### src/rtl/riscv_pkg.sv
// Shared RISC-V constants: ALU and branch function encodings used by the
// decoder and by anything downstream that consumes its outputs.
// No logic, constants only.
package riscv_pkg;

  localparam logic [3:0] ALU_FUNC_ADD  = 4'd0;
  localparam logic [3:0] ALU_FUNC_SUB  = 4'd1;
  localparam logic [3:0] ALU_FUNC_SLL  = 4'd2;
  localparam logic [3:0] ALU_FUNC_SLT  = 4'd3;
  localparam logic [3:0] ALU_FUNC_SLTU = 4'd4;
  localparam logic [3:0] ALU_FUNC_XOR  = 4'd5;
  localparam logic [3:0] ALU_FUNC_SRL  = 4'd6;
  localparam logic [3:0] ALU_FUNC_SRA  = 4'd7;
  localparam logic [3:0] ALU_FUNC_OR   = 4'd8;
  localparam logic [3:0] ALU_FUNC_AND  = 4'd9;
  localparam logic [3:0] ALU_FUNC_LUI  = 4'd10;
  localparam logic [3:0] ALU_FUNC_JALR = 4'd11;
  localparam logic [3:0] ALU_FUNC_BR   = 4'd12;

  localparam logic [2:0] BR_FUNC_EQ  = 3'd0;
  localparam logic [2:0] BR_FUNC_NE  = 3'd1;
  localparam logic [2:0] BR_FUNC_LT  = 3'd2;
  localparam logic [2:0] BR_FUNC_GE  = 3'd3;
  localparam logic [2:0] BR_FUNC_LTU = 3'd4;
  localparam logic [2:0] BR_FUNC_GEU = 3'd5;

endpackage

### src/rtl/riscv_decode.sv
// RV32I instruction decoder with a one-deep registered output stage.
// Latency: 1 cycle from acceptance to outputs.
// Backpressure: inst_ready_out = !dec_valid_out || !stall_in; stall holds the
// output register, flush clears it and drops the instruction offered that cycle.
// Ports: clk_in/rst_in (sync active-high); inst_valid_in/inst_in/pc_in/
// inst_ready_out from fetch; stall_in/flush_in from execute; dec_*_out,
// alu/br func, register indices, immediate, operand selects, write/memory
// enables, memory size, branch/jump flags and illegal flag toward execute.
module riscv_decode #(
  parameter logic [31:0] NOP_INSTR = 32'h00000013
) (
  input  logic        clk_in,
  input  logic        rst_in,
  input  logic        inst_valid_in,
  input  logic [31:0] inst_in,
  input  logic [31:0] pc_in,
  output logic        inst_ready_out,
  input  logic        stall_in,
  input  logic        flush_in,
  output logic        dec_valid_out,
  output logic [31:0] dec_pc_out,
  output logic [3:0]  alu_func_out,
  output logic [2:0]  br_func_out,
  output logic [4:0]  rs1_out,
  output logic [4:0]  rs2_out,
  output logic [4:0]  rd_out,
  output logic [31:0] imm_out,
  output logic        a_sel_out,
  output logic        b_sel_out,
  output logic        rf_we_out,
  output logic        mem_re_out,
  output logic        mem_we_out,
  output logic [2:0]  mem_size_out,
  output logic        is_branch_out,
  output logic        is_jump_out,
  output logic        illegal_out
);
  import riscv_pkg::*;

  localparam logic [6:0] OPC_OP     = 7'b0110011;
  localparam logic [6:0] OPC_OP_IMM = 7'b0010011;
  localparam logic [6:0] OPC_LUI    = 7'b0110111;
  localparam logic [6:0] OPC_AUIPC  = 7'b0010111;
  localparam logic [6:0] OPC_JAL    = 7'b1101111;
  localparam logic [6:0] OPC_JALR   = 7'b1100111;
  localparam logic [6:0] OPC_BRANCH = 7'b1100011;
  localparam logic [6:0] OPC_LOAD   = 7'b0000011;
  localparam logic [6:0] OPC_STORE  = 7'b0100011;

  typedef struct packed {
    logic [3:0]  alu_func;
    logic [2:0]  br_func;
    logic [4:0]  rs1;
    logic [4:0]  rs2;
    logic [4:0]  rd;
    logic [31:0] imm;
    logic        a_sel;
    logic        b_sel;
    logic        rf_we;
    logic        mem_re;
    logic        mem_we;
    logic [2:0]  mem_size;
    logic        is_branch;
    logic        is_jump;
    logic        illegal;
  } dec_t;

  // Register-register / register-immediate ALU op from funct3; alt selects
  // SUB/SRA (inst[30]) where the caller has already qualified it.
  function automatic logic [3:0] alu_of_funct3(input logic [2:0] f3, input logic alt);
    logic [3:0] f;
    case (f3)
      3'b000:  f = alt ? ALU_FUNC_SUB : ALU_FUNC_ADD;
      3'b001:  f = ALU_FUNC_SLL;
      3'b010:  f = ALU_FUNC_SLT;
      3'b011:  f = ALU_FUNC_SLTU;
      3'b100:  f = ALU_FUNC_XOR;
      3'b101:  f = alt ? ALU_FUNC_SRA : ALU_FUNC_SRL;
      3'b110:  f = ALU_FUNC_OR;
      default: f = ALU_FUNC_AND;
    endcase
    return f;
  endfunction

  function automatic dec_t decode(input logic [31:0] inst);
    dec_t        d;
    logic        ok;
    logic [6:0]  f7;
    logic [2:0]  f3;
    logic [31:0] imm_i;
    logic [31:0] imm_s;
    logic [31:0] imm_b;
    logic [31:0] imm_u;
    logic [31:0] imm_j;

    f7    = inst[31:25];
    f3    = inst[14:12];
    imm_i = {{20{inst[31]}}, inst[31:20]};
    imm_s = {{20{inst[31]}}, inst[31:25], inst[11:7]};
    imm_b = {{19{inst[31]}}, inst[31], inst[7], inst[30:25], inst[11:8], 1'b0};
    imm_u = {inst[31:12], 12'b0};
    imm_j = {{11{inst[31]}}, inst[31], inst[19:12], inst[20], inst[30:21], 1'b0};

    d          = '0;
    d.alu_func = ALU_FUNC_ADD;
    d.br_func  = BR_FUNC_EQ;
    d.rs1      = inst[19:15];
    d.rs2      = inst[24:20];
    d.rd       = inst[11:7];
    d.mem_size = f3;
    ok         = 1'b1;

    // Opcode compare covers inst[1:0]==11 too; anything else lands in default.
    case (inst[6:0])
      OPC_OP: begin
        ok = (f7 == 7'h00) || ((f7 == 7'h20) && ((f3 == 3'b000) || (f3 == 3'b101)));
        d.alu_func = alu_of_funct3(f3, f7[5]);
        d.rf_we    = 1'b1;
      end
      OPC_OP_IMM: begin
        // Only the shift forms constrain inst[31:25]; elsewhere it is immediate.
        if (f3 == 3'b001)      ok = (f7 == 7'h00);
        else if (f3 == 3'b101) ok = (f7 == 7'h00) || (f7 == 7'h20);
        d.alu_func = alu_of_funct3(f3, (f3 == 3'b101) && f7[5]);
        d.b_sel    = 1'b1;
        d.imm      = imm_i;
        d.rf_we    = 1'b1;
      end
      OPC_LUI: begin
        d.alu_func = ALU_FUNC_LUI;
        d.b_sel    = 1'b1;
        d.imm      = imm_u;
        d.rf_we    = 1'b1;
      end
      OPC_AUIPC: begin
        d.a_sel = 1'b1;
        d.b_sel = 1'b1;
        d.imm   = imm_u;
        d.rf_we = 1'b1;
      end
      OPC_JAL: begin
        d.a_sel   = 1'b1;
        d.b_sel   = 1'b1;
        d.imm     = imm_j;
        d.is_jump = 1'b1;
        d.rf_we   = 1'b1;
      end
      OPC_JALR: begin
        ok         = (f3 == 3'b000);
        d.alu_func = ALU_FUNC_JALR;
        d.b_sel    = 1'b1;
        d.imm      = imm_i;
        d.is_jump  = 1'b1;
        d.rf_we    = 1'b1;
      end
      OPC_BRANCH: begin
        d.alu_func  = ALU_FUNC_BR;
        d.imm       = imm_b;
        d.is_branch = 1'b1;
        case (f3)
          3'b000:  d.br_func = BR_FUNC_EQ;
          3'b001:  d.br_func = BR_FUNC_NE;
          3'b100:  d.br_func = BR_FUNC_LT;
          3'b101:  d.br_func = BR_FUNC_GE;
          3'b110:  d.br_func = BR_FUNC_LTU;
          3'b111:  d.br_func = BR_FUNC_GEU;
          default: ok = 1'b0;
        endcase
      end
      OPC_LOAD: begin
        ok       = (f3 == 3'b000) || (f3 == 3'b001) || (f3 == 3'b010) ||
                   (f3 == 3'b100) || (f3 == 3'b101);
        d.b_sel  = 1'b1;
        d.imm    = imm_i;
        d.mem_re = 1'b1;
        d.rf_we  = 1'b1;
      end
      OPC_STORE: begin
        ok       = (f3 == 3'b000) || (f3 == 3'b001) || (f3 == 3'b010);
        d.b_sel  = 1'b1;
        d.imm    = imm_s;
        d.mem_we = 1'b1;
      end
      default: ok = 1'b0;
    endcase

    if (d.rd == 5'd0) d.rf_we = 1'b0;

    // Illegal instructions travel down the pipe as a harmless ADD with every
    // side-effect enable cleared; execute raises the exception from the flag.
    if (!ok) begin
      d.illegal   = 1'b1;
      d.alu_func  = ALU_FUNC_ADD;
      d.br_func   = BR_FUNC_EQ;
      d.imm       = '0;
      d.a_sel     = 1'b0;
      d.b_sel     = 1'b0;
      d.rf_we     = 1'b0;
      d.mem_re    = 1'b0;
      d.mem_we    = 1'b0;
      d.is_branch = 1'b0;
      d.is_jump   = 1'b0;
    end
    return d;
  endfunction

  dec_t        in_dec;
  dec_t        nop_dec;
  dec_t        dec_q;
  logic        valid_q;
  logic [31:0] pc_q;
  logic        accept;

  assign in_dec  = decode(inst_in);
  assign nop_dec = decode(NOP_INSTR);

  assign inst_ready_out = !valid_q || !stall_in;
  assign accept         = inst_valid_in && inst_ready_out && !flush_in;

  always_ff @(posedge clk_in) begin
    if (rst_in || flush_in) begin
      valid_q <= 1'b0;
      pc_q    <= '0;
      dec_q   <= nop_dec;
    end else if (!(valid_q && stall_in)) begin
      if (accept) begin
        valid_q <= 1'b1;
        pc_q    <= pc_in;
        dec_q   <= in_dec;
      end else begin
        valid_q <= 1'b0;
        pc_q    <= '0;
        dec_q   <= nop_dec;
      end
    end
  end

  assign dec_valid_out = valid_q;
  assign dec_pc_out    = pc_q;
  assign alu_func_out  = dec_q.alu_func;
  assign br_func_out   = dec_q.br_func;
  assign rs1_out       = dec_q.rs1;
  assign rs2_out       = dec_q.rs2;
  assign rd_out        = dec_q.rd;
  assign imm_out       = dec_q.imm;
  assign a_sel_out     = dec_q.a_sel;
  assign b_sel_out     = dec_q.b_sel;
  assign rf_we_out     = dec_q.rf_we;
  assign mem_re_out    = dec_q.mem_re;
  assign mem_we_out    = dec_q.mem_we;
  assign mem_size_out  = dec_q.mem_size;
  assign is_branch_out = dec_q.is_branch;
  assign is_jump_out   = dec_q.is_jump;
  assign illegal_out   = dec_q.illegal;

endmodule

### config.mk
export PLATFORM = sky130hd
export DESIGN_NAME = riscv_decode
export DESIGN_NICKNAME = d
export VERILOG_FILES = /design/src/rtl/riscv_pkg.sv /design/src/rtl/riscv_decode.sv
export SDC_FILE = /design/constraint.sdc
export NUM_CORES = 1
export LEC_CHECK = 0
export BUFFER_PORTS_ARGS = -buffer_cell sky130_fd_sc_hd__buf_2
export CAP_MARGIN = 20
export CORE_MARGIN = 1.5
export CORE_UTILIZATION = 51
export DETAILED_ROUTE_END_ITERATION = 10
export PLACE_DENSITY = 0.9
export SYNTH_ARGS = -nofsm -noshare
export SYNTH_HDL_FRONTEND = slang
export SYNTH_SLANG_ARGS = --single-unit
### constraint.sdc
create_clock -name clk_in -period 3.19 [get_ports clk_in]
set_input_delay 0.638 -clock clk_in [delete_from_list [all_inputs] [get_ports clk_in]]
set_output_delay 0.638 -clock clk_in [all_outputs]
set_load 0.01 [all_outputs]
=== Word level (Yosys, flattened, before mapping) ===
Index checks and enable logic that the tools add are counted.

* Equal/unequal tests: 17
* Multiplexer cells: 28
* Reductions and logical operators: 28

{| class="wikitable"
|+ Operators by type and width
! cell !! count
|-
| 32-bit case mux with 5 select lines || 1
|-
| 65-bit two-way mux || 1
|-
| 4-bit case mux with 7 select lines || 2
|-
| 37-bit two-way mux || 1
|-
| 32-bit two-way mux || 1
|-
| 7-bit by 6-bit equality test with 1-bit output, second input constant || 4
|-
| 7-bit equality test, second input constant || 3
|-
| 4-bit case mux with 5 select lines || 1
|-
| 1-bit two-way mux || 16
|-
| 3-bit case mux with 5 select lines || 1
|-
| 7-bit by 5-bit equality test with 1-bit output, second input constant || 2
|-
| 7-bit OR reduction || 2
|-
| 3-bit equality test, second input constant || 4
|-
| 1-bit logical OR || 9
|-
| 7-bit by 2-bit equality test with 1-bit output, second input constant || 1
|-
| 7-bit zero test || 1
|-
| 7-bit two-way mux || 1
|-
| 1-bit case mux with 7 select lines || 1
|-
| 3-bit by 2-bit equality test with 1-bit output, second input constant || 2
|-
| 3-bit two-way mux || 2
|-
| 2-bit OR reduction || 3
|-
| 3-bit OR reduction || 2
|-
| 6-bit OR reduction || 1
|-
| 1-bit logical AND || 5
|-
| 4 further kinds || 6
|}

* Flip-flop bits (word level): 98
* Input bits: 69
* Logic and storage cells: 90

=== Longest topological paths before layout ===
Gate-level depths: netlist of run 1.

* Depth after elaboration: 8
* Mapped depth: 8
* Mapped depth without buffers: 6

=== Worst setup path before layout of run 1 ===
No wires, ideal clock.

* Kind: input -> register
* Start point: input inst_in[25]
* End point: register dec_q, in the netlist imm_out[10]
* Library setup time: 96 ps
* Arrival time: 2261 ps
* Required time: 3094 ps
* Setup slack: 833 ps
* Stages: 6
* Buffers on the path: 1
* Path through: or4_1 > o32a_1 > nor4b_4 > nor4_2 > buf_6 > o41ai_2

* Word-level cells in the longest chain between the ends: 7

{| class="wikitable"
|+ RTL lines
! element !! line !! source
|-
| from (decl) || riscv_decode.sv:15 || <nowiki>input logic [31:0] inst_in,</nowiki>
|-
| 7-bit by 6-bit equality test with 1-bit output or 7-bit zero test (tied branches) || riscv_decode.sv:116, riscv_decode.sv:123, riscv_decode.sv:122 ||
|-
| 1-bit logical OR || riscv_decode.sv:123 || <nowiki>else if (f3 == 3'b101) ok = (f7 == 7'h00) || (f7 == 7'h20);</nowiki>
|-
| 1-bit two-way mux || riscv_decode.sv:123 ||
|-
| 1-bit two-way mux || riscv_decode.sv:122 || <nowiki>if (f3 == 3'b001) ok = (f7 == 7'h00);</nowiki>
|-
| 1-bit case mux with 7 select lines * || riscv_decode.sv:114 || <nowiki>case (inst[6:0])</nowiki>
|-
| 37-bit two-way mux * || riscv_decode.sv:191 || <nowiki>if (!ok) begin</nowiki>
|-
| 65-bit two-way mux * || riscv_decode.sv:226 || <nowiki>if (accept) begin</nowiki>
|-
| to (signal assigned) || riscv_decode.sv:224 || <nowiki>dec_q <= nop_dec;</nowiki>
|-
| to (signal assigned) || riscv_decode.sv:229 || <nowiki>dec_q <= in_dec;</nowiki>
|-
| to (signal assigned) || riscv_decode.sv:233 || <nowiki>dec_q <= nop_dec;</nowiki>
|-
| to (decl) || riscv_decode.sv:209 || <nowiki>dec_t dec_q;</nowiki>
|}

Every way passes the cells marked *; elsewhere a longest branch is shown, timed or not.
A chain may end at the register's enable or synchronous reset.

=== Final worst setup path of run 1 ===
* Start point: input inst_in[2]
* End point: register dec_q, in the netlist imm_out[5]

* Word-level cells in the longest chain between the ends: 5

{| class="wikitable"
|+ RTL lines
! element !! line
|-
| 7-bit equality test (tied with other cells) || riscv_decode.sv:114
|-
| 3-bit OR reduction (no line) or 2-bit OR reduction (tied branches) || n/a
|-
| 1-bit case mux with 7 select lines or 32-bit case mux with 5 select lines (tied branches) || riscv_decode.sv:114
|-
| 37-bit two-way mux * || riscv_decode.sv:191
|-
| 65-bit two-way mux * || riscv_decode.sv:226
|}

Marks and branches as above.

==> impl_metrics.env, run 1 <==
export IMPL_cp_end_kind="flop"
export IMPL_finish_instance_area_um2=5100
export IMPL_synth_top_area_share_pct=49.5
export IMPL_synth_cell_type_count=49
export IMPL_synth_ff_type="dfxtp_1"
export IMPL_routabilityCongestion=0.878
export IMPL_ant_nets=0
export IMPL_min_from="rf_we_out"
export IMPL_worstPathArrival_ps=2680
export IMPL_cap_viol_max_count=0
export IMPL_ys_seq_area_share_pct=49.5
export IMPL_relSlewSlack_pct=52.0
export IMPL_cp_max_fo=22
export IMPL_grt_max_degree=54
export IMPL_drc=0
export IMPL_hold_depth=2
export IMPL_die_area_um2=8310
export IMPL_initial_core_util_pct=53.8
export IMPL_ios=168
export IMPL_postCtsSetupBuffers=0
export IMPL_vias_per_cell=5.69
export IMPL_setup_viol=0
export IMPL_fin_crit_sh_pct=76.2
export IMPL_tightest_slew_ps=720
export IMPL_grt_pass1_wl_um=18800
export IMPL_post_dp_cell_area_um2=4890
export IMPL_rsz0062_at_grt="no"
export IMPL_async_reset_ff_share_pct=0
export IMPL_antenna_cells=0
export IMPL_finalCriticalPeriod_ps=2430
export IMPL_drt_initial_drc_count=445
export IMPL_post_cts_resized=0
export IMPL_timing_rr_end="imm_out[0]"
export IMPL_clockBufferDepth=2
export IMPL_syn2layout_area_growth_pct=28.6
export IMPL_netlist_area_um2=3960
export IMPL_reg2reg_from="dec_valid_out"
export IMPL_num_nets_final=683
export IMPL_reg2regPathDepth=8
export IMPL_die_h_um=91.1
export IMPL_slew_viol_final=0
export IMPL_std_cell_rows=31
export IMPL_status="complete, no violations"
export IMPL_drive_above_1_share_pct=33.9
export IMPL_vias=4087
export IMPL_rrSetupSlack_ps=1360
export IMPL_h_tree_depth=3
export IMPL_clkSinkCount=98
export IMPL_syn_nets=529
export IMPL_grt_pass1_vias=3868
export IMPL_routedWlPerCell_um=16.3
export IMPL_grt_ovfl_total=0
export IMPL_fmax_mhz=411
export IMPL_holdBufCountCts=0
export IMPL_cts_root_buf="clkbuf_8"
export IMPL_min_to="rf_we_out"
export IMPL_hold_viol_final=0
export IMPL_coreArea_um2=7370
export IMPL_syn_area_per_cell_um2=8.61
export IMPL_synth_top_cells_by_area="dfxtp_1, a22oi_1, nor2_1, nand2_1, o21ai_0"
export IMPL_track_usage_pct=28.1
export IMPL_path_class="in2reg"
export IMPL_clkTransAtPathRegs_ps=100
export IMPL_synth_largest_area_cell="dfxtp_1"
export IMPL_fp_dieW_um=91.1
export IMPL_synthCells=460
export IMPL_hold_slack_ps=457
export IMPL_finalSetupTns_ps=0
export IMPL_clk_latency_ps=360
export IMPL_antenna_found_initial=0
export IMPL_critPathLaunch="inst_in[2]"
export IMPL_synth_edff_count=0
export IMPL_synth_seq_cells=98
export IMPL_startpoint_type="input port"
export IMPL_hp_class="reg2reg"
export IMPL_first_pass_iters=5
export IMPL_p_leak_nw=2.31
export IMPL_port_buffers=167
export IMPL_ir_drop_mv=0.297
export IMPL_cts_buffers=9
export IMPL_dp_hpwl_um=8660
export IMPL_wirelength_um=11700
export IMPL_skew_ps=7.16
export IMPL_required_ps=3440
export IMPL_yosysWarnings=0
export IMPL_p_per_area_nw_per_um2=449
export IMPL_cts_tree="done"
## per-layer routing
layer,vias up,track usage (%),part of all wire [%]
li1,1950,-,-
met1,1910,36.2,43
met2,199,45.0,48
met3,28,6.95,7.5
met4,0,10.9,2.3
met5,-,0,0
## power breakdown
part           internal (W)  switching [W]  leakage [nW]
registers           0.00124     0.00000674         0.792
clock network      0.000394       0.000444         0.105
logic             0.0000789       0.000130          1.42
## flip-flops by register name, summed over array words and instances, names as in the netlist, 3 cells and up
register,count
br_func_out,3
rs1_out,5
alu_func_out,4
imm_out,32
rs2_out,5
dec_pc_out,32
rd_out,5
mem_size_out,3
## critical path, cell delays in order
cell      delay [ps]
buf_2            170
and4bb_2         390
nand3_1          220
o31ai_1          550
nor4_4           110
buf_4            250
o41ai_1          340
## cells in the mapped netlist (2+ instances only)
cell type,count
a31oi_1,3
buf_1,2
o41ai_1,4
o31ai_1,15
dfxtp_1,98
nand2b_1,3
o21ai_0,27
and3_1,2
nand3_1,5
a22o_1,2
nor2_1,60
and3b_1,2
nor3_1,3
inv_1,13
nor2b_1,6
a211oi_1,2
clkbuf_1,31
and4b_1,2
buf_2,4
o41ai_2,4
or4_1,2
a21oi_1,26
a22oi_1,55
nand2_1,58
and2_1,5
nand4_1,3
## worst max-delay path by stage
stage / slack, ps / to
6_report: 760 / imm_out[5]
5_1_grt: 620 / imm_out[7]
4_1_cts: 830 / imm_out[5]
3_5_place_dp: 440 / imm_out[5]
3_3_place_gp: 530 / imm_out[7]
2_1_floorplan: 830 / imm_out[10]
## cell families (layout without fill, tap and decap cells)
family          after synthesis  count (layout)  share of synthesized area (%)
compound gates              149             149                           26.1
xor+xnor                      1               1                          0.221
buf+inv                      53             212                           5.46
flops                        98              98                           49.5
mux                           1               1                          0.253
simple gates                158             158                           18.5
## per-stage QoR
stage	instances	util, %	setup slack [ps]	power [W]
floorplan	460	-	833	0.00138
global placement	702	66.3	528	0.00147
CTS	718	69.2	825	0.00230
finish	718	69.2	758	0.00229
global route	718	69.2	618	0.00237
detailed placement	702	66.3	444	0.00148
## cell type report
| type | count | area (µm²) |
|---|---|---|
| multi-input combinational | 309 | 1800 |
| clock buffer | 10 | 138 |
| fill | 599 | 2270 |
| tap | 99 | 124 |
| inverter | 13 | 48.8 |
| timing repair buffer | 183 | 956 |
| sequential | 98 | 1960 |
| clock inverter | 6 | 71.3 |
## placed cells by master (no fill, tap or decap), drive strengths merged, types with 5 or more instances in the layout
cell type,count
a21oi,26
a22oi,55
and2,6
buf,183
clkbuf,10
dfxtp,98
inv,16
nand2,58
nand3,5
nor2,60
nor2b,6
o21ai,27
o31ai,15
o41ai,8
(Power assumes the default switching activity.)
==> inputs of run 2 (changes only) <==
CORE_UTILIZATION = 43   (was 51)
PLACE_DENSITY = 0.81   (was 0.9)
clock period = 2.2 ns   (was 3.19 ns; I/O delays follow)
==> run 2 against run 1 <==
The flow now finishes with violations (design-rule violations). Sequential power grew 45%. Cell area up 4.6%. Clock power is 58% higher. Count of clock-buffer cells in the layout is the same. Global-route usage decreased by 3.3 points. Register-to-register slack lost 770 ps. Critical path depth unchanged. Combinational power grew 61%. Sequential cell count stayed put. Largest cell class unchanged. Largest power group unchanged.
==> impl_metrics.env, run 2 (synthesized netlist as in run 1, its figures left out) <==
export IMPL_status="finished with violations"
export IMPL_worstPathArrival_ps=2370
export IMPL_hold_viol_final=0
export IMPL_vias_per_cell=5.49
export IMPL_cp_max_fo=19
export IMPL_grt_pass1_wl_um=19400
export IMPL_skew_ps=6.92
export IMPL_path_cells="buf_2 > or4_1 > o32a_1 > nor4b_4 > nor4_4 > buf_12 > o41ai_1"
export IMPL_grt_ovfl_total=0
export IMPL_clkSinkCount=98
export IMPL_grt_pass1_vias=4038
export IMPL_violations="design-rule violations"
export IMPL_layout_commonest_cell="buf_2"
export IMPL_final_cell_mix="buf_2, dfxtp_1, nor2_1"
export IMPL_num_nets_final=706
export IMPL_fp_dieW_um=99.0
export IMPL_die_h_um=99.0
export IMPL_die_area_um2=9800
export IMPL_cp_slowest_cell="or4_1"
export IMPL_fillerInstances=796
export IMPL_relSlewSlack_pct=61.7
export IMPL_h_tree_depth=3
export IMPL_startpoint_type="input port"
export IMPL_clockBufferDepth=2
export IMPL_clk_latency_ps=350
export IMPL_ios=168
export IMPL_post_cts_resized=0
export IMPL_cts_root_buf="clkbuf_8"
export IMPL_slowest_delay_ps=530
export IMPL_ant_nets=0
export IMPL_rsz0062_at_grt="no"
export IMPL_cts_tree="done"
export IMPL_wirelength_um=12000
export IMPL_antenna_found_initial=0
export IMPL_cp_end_kind="flop"
export IMPL_tightest_slew_ps=568
export IMPL_drive_above_1_share_pct=36.3
export IMPL_finalSetupTns_ps=0
export IMPL_clkTransAtPathRegs_ps=100
export IMPL_cts_buffers=9
export IMPL_hp_class="in2reg"
export IMPL_required_ps=2450
export IMPL_postCtsSetupBuffers=0
export IMPL_ir_drop_mv=0.311
export IMPL_setup_viol=0
export IMPL_fin_crit_sh_pct=96.3
export IMPL_routabilityCongestion=0.936
export IMPL_p_per_area_nw_per_um2=648
export IMPL_drt_initial_drc_count=267
export IMPL_std_cell_rows=34
export IMPL_slew_viol_final=0
export IMPL_coreArea_um2=8810
export IMPL_antenna_cells=0
export IMPL_initial_core_util_pct=45.0
export IMPL_stdcell_count=750
export IMPL_cap_viol_max_count=0
export IMPL_final_core_util_pct=60.5
export IMPL_fmax_mhz=472
export IMPL_drc=5
export IMPL_dp_cells=734
export IMPL_p_leak_nw=2.44
export IMPL_syn2layout_area_growth_pct=34.5
export IMPL_first_pass_iters=8
export IMPL_port_buffers=167
export IMPL_path_class="in2reg"
export IMPL_holdBufCountCts=0
export IMPL_dp_hpwl_um=8980
export IMPL_grt_max_degree=54
export IMPL_vias=4117
export IMPL_finalCriticalPeriod_ps=2120
export IMPL_track_usage_pct=24.8
export IMPL_routedWlPerCell_um=16.0
-- run 2: cell count changes in the layout (fill, tap and decap cells not counted) --
cell / delta
buf_12: +2
buf_4: +21
bufinv_16: +1
clkinv_2: -1
clkinv_4: +1
inv_6: -1
-- run 2: area by class of cell --
cell class              count  area, µm²  share of cell area [%]
well taps                 108        135                    2.53
inverters                  13       48.8                   0.915
clock inverters             6       96.3                    1.81
multi-input cells         309       1800                    33.7
clock buffers              10        138                    2.58
repair buffers            206       1150                    21.6
flip-flops and latches     98       1960                    36.8
-- run 2: path summary, 6_finish.rpt --
path / start / to / slack (ps) / depth (start not counted)
setup / recovery: inst_in[25] / imm_out[6] / 80 / 7
hold / removal: pc_in[6] / dec_pc_out[6] / 310 / 3
setup reg to reg: dec_valid_out / imm_out[12] / 590 / 7
hold reg to reg: imm_out[30] / imm_out[30] / 460 / 2
-- run 2: power by group --
group | internal (W) | leakage, nW | total [W] | switching (W)
Combinational | 0.000142 | 1.53 | 0.000337 | 0.000195
Clock | 0.000685 | 0.115 | 0.00132 | 0.000634
Sequential | 0.00179 | 0.792 | 0.00180 | 0.00000982
Total | 0.00262 | 2.44 | 0.00346 | 0.000839
-- run 2: metrics by stage --
stage / instance area, µm² / setup WS (ps) / power, W / hold slack (ps)
after floorplan: 3960 / 40.9 / 0.00200 / 476
after global placement: 5100 / -200 / 0.00217 / 430
after detailed placement: 5100 / -289 / 0.00217 / 440
after CTS: 5330 / 88.4 / 0.00349 / 300
after global routing: 5330 / 7.10 / 0.00359 / 298
final: 5330 / 81.8 / 0.00346 / 310
-- run 2: critical path: cells and delay by family --
kind	cells	cell delay, ps
simple gates	3	970
compound gates	2	660
buf+inv	2	280
-- run 2: layer usage --
layer	wire length, µm	part of all wire [%]	global-route usage, %	up-vias
met5	0	0	0	-
met4	351	2.9	10.0	0
met3	888	7.4	5.96	34
met2	5630	47	40.9	180
met1	5140	43	31.2	1910
li1	-	-	-	1993
